[src/rtl/alu_ctrl_seq.sv]
// Registered ALU control decoder: latches accepted function codes into per-unit selects
// and sequences a fixed-latency MULTU, stalling HI/LO/MULTU until the product is ready.
module alu_ctrl_seq #(
  parameter  int FUNCT_W = 6,
  parameter  int MUL_LAT = 32,
  localparam int CNT_W   = $clog2(MUL_LAT + 1)
) (
  input  logic               clk,
  input  logic               rst_n,
  input  logic               in_valid,
  input  logic [FUNCT_W-1:0] funct,
  output logic               in_ready,
  output logic [FUNCT_W-1:0] slt_alu,
  output logic [FUNCT_W-1:0] slt_shift,
  output logic [FUNCT_W-1:0] slt_mul,
  output logic [FUNCT_W-1:0] slt_mux,
  output logic               out_valid,
  output logic               mul_start,
  output logic               mul_busy,
  output logic               illegal
);

  localparam logic [FUNCT_W-1:0] F_AND   = FUNCT_W'(36);
  localparam logic [FUNCT_W-1:0] F_OR    = FUNCT_W'(37);
  localparam logic [FUNCT_W-1:0] F_ADD   = FUNCT_W'(32);
  localparam logic [FUNCT_W-1:0] F_SUB   = FUNCT_W'(34);
  localparam logic [FUNCT_W-1:0] F_SLT   = FUNCT_W'(42);
  localparam logic [FUNCT_W-1:0] F_SRL   = FUNCT_W'(2);
  localparam logic [FUNCT_W-1:0] F_SLL   = FUNCT_W'(0);
  localparam logic [FUNCT_W-1:0] F_MULTU = FUNCT_W'(25);
  localparam logic [FUNCT_W-1:0] F_HI    = FUNCT_W'(61);
  localparam logic [FUNCT_W-1:0] F_LO    = FUNCT_W'(60);

  localparam logic [FUNCT_W-1:0] MUX_ALU   = FUNCT_W'(63);
  localparam logic [FUNCT_W-1:0] MUX_SHIFT = FUNCT_W'(62);

  typedef enum logic {IDLE, MUL_BUSY} state_t;

  state_t             state, state_n;
  logic [CNT_W-1:0]   cnt, cnt_n;
  logic [FUNCT_W-1:0] alu_n, shift_n, mul_n, mux_n;
  logic               out_valid_n, mul_start_n, illegal_n;
  logic               needs_product, accept;

  assign mul_busy = (state == MUL_BUSY);

  // Anything touching the HI/LO product waits out an in-flight multiply.
  always_comb begin
    needs_product = (funct == F_MULTU) || (funct == F_HI) || (funct == F_LO);
    in_ready      = (state == IDLE) || !needs_product;
    accept        = in_valid && in_ready;

    state_n     = state;
    cnt_n       = cnt;
    alu_n       = slt_alu;
    shift_n     = slt_shift;
    mul_n       = slt_mul;
    mux_n       = slt_mux;
    out_valid_n = 1'b0;
    mul_start_n = 1'b0;
    illegal_n   = 1'b0;

    if (state == MUL_BUSY) begin
      cnt_n = cnt - CNT_W'(1);
      if (cnt == CNT_W'(1)) state_n = IDLE;
    end

    if (accept) begin
      alu_n       = funct;
      shift_n     = funct;
      mul_n       = funct;
      out_valid_n = 1'b1;
      case (funct)
        F_AND, F_OR, F_ADD, F_SUB, F_SLT: mux_n = MUX_ALU;
        F_SRL, F_SLL:                     mux_n = MUX_SHIFT;
        F_HI:                             mux_n = F_HI;
        F_LO:                             mux_n = F_LO;
        F_MULTU: begin
          mux_n       = F_MULTU;
          mul_start_n = 1'b1;
          cnt_n       = CNT_W'(MUL_LAT);
          state_n     = MUL_BUSY;
        end
        default:                          illegal_n = 1'b1;
      endcase
    end
  end

  always_ff @(posedge clk or negedge rst_n) begin
    if (!rst_n) begin
      state     <= IDLE;
      cnt       <= '0;
      slt_alu   <= '0;
      slt_shift <= '0;
      slt_mul   <= '0;
      slt_mux   <= MUX_ALU;
      out_valid <= 1'b0;
      mul_start <= 1'b0;
      illegal   <= 1'b0;
    end else begin
      state     <= state_n;
      cnt       <= cnt_n;
      slt_alu   <= alu_n;
      slt_shift <= shift_n;
      slt_mul   <= mul_n;
      slt_mux   <= mux_n;
      out_valid <= out_valid_n;
      mul_start <= mul_start_n;
      illegal   <= illegal_n;
    end
  end

endmodule

[config.mk]
export PLATFORM = sky130hd
export DESIGN_NAME = alu_ctrl_seq
export DESIGN_NICKNAME = d
export VERILOG_FILES = /design/src/rtl/alu_ctrl_seq.sv
export SDC_FILE = /design/constraint.sdc
export NUM_CORES = 1
export LEC_CHECK = 0
export ABC_AREA = 1
export ABC_CLOCK_PERIOD_IN_PS = 2200
export CAP_MARGIN = 40
export CORE_MARGIN = 4
export CORE_UTILIZATION = 35
export DETAILED_ROUTE_END_ITERATION = 10
export DONT_BUFFER_PORTS = 1
export GPL_ROUTABILITY_DRIVEN = 0
export HOLD_SLACK_MARGIN = 0.15
export PLACE_DENSITY = 0.46
export SETUP_SLACK_MARGIN = 0.3
export SYNTH_ARGS = -nofsm -noshare
export SYNTH_HDL_FRONTEND = slang
export SYNTH_SLANG_ARGS = --single-unit
[constraint.sdc]
create_clock -name clk -period 2.2 [get_ports clk]
set_input_delay 0.33 -clock clk [delete_from_list [all_inputs] [get_ports clk]]
set_output_delay 0.33 -clock clk [all_outputs]
set_load 0.02 [all_outputs]
# Word level (Yosys, flattened, before mapping)
# Cells that the tools add are included.
[word_totals]
in_bits = 9
output_inout_bits = 29
register_bits = 22
wordCells = 43
[op_classes]
n_reduce_logical = 11
addsub = 1
bitwise_logic = 1
n_mux = 13
n_eq_ne = 10
[op_table]
columns = ["op", "count"]
rows = [
  ["$eq A6 B6 Y1 const B", 7],
  ["$pmux W6 S5", 1],
  ["$mux W6", 3],
  ["$reduce_or A10 Y1", 1],
  ["$mux W1", 9],
  ["$eq A6 B1 Y1 const B", 1],
  ["$eq A6 B2 Y1 const B", 1],
  ["$eq A6 B5 Y1 const B", 1],
  ["$logic_not A6 Y1", 1],
  ["$sub A6 B1 Y6 const B", 1],
  ["$reduce_bool A5 Y1", 1],
  ["$reduce_or A5 Y1", 1],
  ["$logic_or A1 B1 Y1", 3],
  ["$reduce_and A2 Y1", 1],
  ["$reduce_or A2 Y1", 1],
  ["$logic_and A1 B1 Y1", 1],
  ["$logic_not A1 Y1", 1],
  ["$not A1 Y1", 1],
]

# Longest topological paths before layout
[logic_depth]
word_depth = 7
depth_mapped = 9

# Least setup slack after synthesis
# Ideal clock, no wire load.
[synth_path]
path_type = "reg2reg"
start = "register state (netlist: mul_busy)"
end = "register cnt[5]"
t_arrival_ps = 1092
path_buffers = 1
setup_ps = 122
synth_period_minus_slack_ps = 1214
path_slack_ps = 986
stages_incl_launch_ff = 6
cell_sequence = "dfrtp_1 -> buf_4 -> nand3_1 -> nor3_1 -> xnor2_1 -> nand2_1"
[synth_between]
elab_chain_len = 4
[synth_rtl]
columns = ["item", "line", "source"]
rows = [
  ["start, declared", "39", "state_t state, state_n;"],
  ["start signal, assigned", "101", "state <= state_n;"],
  ["branches (longest 3 deep; another with $mux W6)", "n/a", ""],
  ["$mux W6 (*)", "68", "if (accept) begin"],
  ["via cnt_n[5]", "40", "logic [CNT_W-1:0] cnt, cnt_n;"],
  ["end signal, assigned", "102", "cnt <= cnt_n;"],
  ["end, declared", "40", ""],
]
# Mark *: on every way through the listed nets, which the timed path passes.
# A chain may end at the register's enable or synchronous reset.

# Worst setup path after layout
[layout_path]
start = "input funct[3]"
end = "output in_ready"
[layout_between]
elab_chain_len = 5
[layout_rtl]
columns = ["item", "line", "source"]
rows = [
  ["start, declared", "11", "input logic [FUNCT_W-1:0] funct,"],
  ["$eq A6 B5 Y1 or $eq A6 B6 Y1 (tied branches)", "49", "needs_product = (funct == F_MULTU) || (funct == F_HI) || (funct == F_LO);"],
  ["$logic_or A1 B1 Y1", "49", ""],
  ["$logic_or A1 B1 Y1 (*)", "49", ""],
  ["$logic_not A1 Y1 (*)", "50", "in_ready = (state == IDLE) || !needs_product;"],
  ["$logic_or A1 B1 Y1 (*)", "50", ""],
  ["end, declared", "12", "output logic in_ready,"],
]
# Mark *: on every way between the ends. The rest lies on a longest branch, timed or not.

==> metrics.md <==
| Metric | Value |
|---|---|
| Outcome | `completed` |
| Initial antenna violation count | `0` |
| Synth cell types | `26` |
| Kind of critical path | `in -> out` |
| Setup TNS | `0 ns` |
| Die area | `between 4000 and 5000 um^2` |
| Via count of the first global-routing pass | `649` |
| Die Span X | `64.5 um` |
| Area leader, netlist | `dfrtp_1` |
| Hold Vio Cnt, Final | `0` |
| Final setup viols | `0` |
| Worst-path clk slew | `0.11 ns` |
| DRT Pass-1 Iters | `4` |
| Switching Share | `0.412` |
| Max Fanout on Critical Path | `4` |
| Reg power frac | `0.577` |
| H-tree levels | `1` |
| Hpwl dp | `roughly 1400 um` |
| Clk buf depth | `2` |
| Number of DRC markers in iteration 0 | `41` |
| Power share of the combinational group | `0.263` |
| Required time of the critical path | `1.87 ns` |
| Worst path slowest cell | `dlygate4sd3_1` |
| Max IR drop VDD | `0.322 mV` |
| Critical R2R Capture | `cnt[4]` |
| Layout cells sized above 1 | `0.182` |
| Period utilization | `0.756` |
| Sequential share of the synthesized area | `0.429` |
| DRT antenna net count | `0` |
| Final core occ | `0.359` |
| # DRC | `0` |
| Clock Skew | `0.000986 ns` |
| # Max-Cap Violations | `0` |
| Starting Density | `0.366` |
| Setup crit end kind | `primary output` |
| Flops & latches, synth | `19` |
| Cell leakage power | `0.000550 uW` |
| RSZ-0062 raised after global routing | `false` |
| Net Sw Power | `469 uW` |
| Highest clock rate | `602 MHz` |
| Commonest non-fill, non-tap cell in the layout | `nand2_1` |
| Core Area | `3050 um^2` |
| Measured slew at the worst slew-check pin | `0.586 ns` |
| CP cell instances | `dlygate4sd3_1 > inv_2 > nor2_2 > nand3_2 > nand2_4 > nand2_4` |
| CP delay by family, top | `buffers and inverters` |
| Largest net degree at the start of global routing | `20` |
| First-pass GRT wire length | `3250 um` |
| CTS buffer count | `3` |
| Part of the power in the clock network | `0.160` |
| Most frequent cells in the layout | `26 x nand2_1, 16 x inv_1, 16 x dfrtp_1, 12 x nor2_1, 6 x nand3_1` |
| Startpoint Class | `primary input` |
| Fin nets | `133` |
| Critical Path Max Stage Delay | `0.54 ns` |
| Total grt overflow | `0` |
| CTS tree | `built` |
| CTS sink cnt | `19` |
| Clk_lat worst skew | `0.30 ns` |
| Start of the worst register-to-register path | `mul_busy` |
| Crit path DAT | `1.33 ns` |
| Num rows | `20` |
| Number of top-level pins | `38` |
| Bufs and invs on worst path | `2` |
| Internal | `roughly 670 uW` |
| Final hold slack | `0.196 ns` |
| Worst Setup EP | `in_ready` |
| Crit path top cell by count | `nand2_4` |
| Worst R2R Path Depth | `6` |
| Final-report max-slew violation count | `0` |
| R2R Setup Slk | `0.83 ns` |
| Final Instance Count excl. Fillers | `between 150 and 200` |
| Slew Limit Headroom | `0.609` |
| Crit path from | `funct[3]` |
| Hold Path Class | `in -> reg` |
| YS warnings | `0` |
| Pwr Density | `~1000 nW/um^2` |
| Drt wl/cell | `11.8 um` |
| CP Depth | `6` |
| Port Buf Inserts | `0` |
| Layout overhead on the synthesized area | `-1.79%` |
| Total global-route track usage | `0.105` |
| Vias after detailed routing | `712` |
| Fill cells | `335` |
| Mapped cell area | `1120 um^2` |
| Synth top area cells | `dfrtp_1 36%, buf_4 11%, nand2_1 8.7%` |
| Yosys top cell area share | `0.359` |
| # diodes | `0` |
| Placed insts | `158` |
| Syn Area/Cell | `about 8.6 um^2` |
| Die H | `64.5 um` |
| Final worst path period need | `1.66 ns` |
| Synth Instances | `130` |
| Vias/cell | `approximately 4.3` |
| Final Routed Wirelength | `a little under 2000 um` |
| CTS Root Cell | `clkbuf_4` |
==> state kept, by name, summed over array words and instances, names as in the netlist <==
register   flops
cnt            6
illegal        1
mul_busy       1
mul_start      1
out_valid      1
slt_mul        6
slt_mux        3
==> cell families after synthesis <==
logic type / synth area share
xor+xnor: 0.0392
fa+ha+maj: 0.0224
flops: 0.429
other cells: 0.00336
buf+inv: 0.183
simple gates: 0.253
compound gates: 0.0695
==> per-stage QoR <==
step / setup slack, ns / instance area, um^2 / power (uW)
floorplan: 0.986 / 1120 / 962
global placement: 0.850 / 1030 / 953
detailed placement: 0.821 / 1030 / 955
CTS: 0.693 / 1070 / 1150
global route: 0.478 / 1100 / 1250
finish: 0.538 / 1100 / 1140
==> timing repair <==
item	in CTS	in global routing
endpoints found under the hold margin	19	1
setup buffers	0	0
hold buffers	1	1
resized for setup	0	0
==> worst min-delay path by stage <==
stage | from | to | slack [ns] | cells past startpoint
4_1_cts | funct[3] | slt_mul[3] | 0.16 | 2
3_3_place_gp | rst_n | cnt[1] | 0.04 | 0
2_1_floorplan | rst_n | cnt[0] | 0.03 | 0
3_5_place_dp | rst_n | out_valid | 0.03 | 0
6_report | in_valid | out_valid | 0.20 | 2
5_1_grt | in_valid | out_valid | 0.18 | 2
==> power by group through the flow <==
stage	Clock [uW]	Sequential, uW	Combinational, uW
floorplan	0	582	380
global placement	0	667	286
detailed placement	0	664	291
CTS	193	660	300
global route	212	677	366
finish	183	657	300
==> routing by layer <==
layer / vias up / track usage / part of all wire
li1: 363 / - / -
met1: 322 / 0.142 / 0.48
met2: 22 / 0.135 / 0.40
met3: 5 / 0.0503 / 0.094
met4: 0 / 0.0554 / 0.023
met5: - / 0 / 0
==> area by class of cell <==
type	instances	area [um^2]	share of cell area
Sequential cell	19	479	0.437
Timing Repair Buffer	3	35.0	0.0320
Clock buffer	4	26.3	0.0240
Tap cell	44	55.1	0.0502
Multi-Input combinational cell	78	437	0.398
Inverter	17	63.8	0.0582
==> cells in the mapped netlist (all sizes together) <==
master,count
buf,17
dfrtp,16
nand3,7
inv,17
nand2,33
dfstp,3
a21oi,3
nand4,2
nor3,1
o41ai,1
or2,1
conb,1
xnor2,4
ha,2
nor2,14
o21ai,7
xor2,1
No activity file was read; power rests on OpenSTA's default activity.
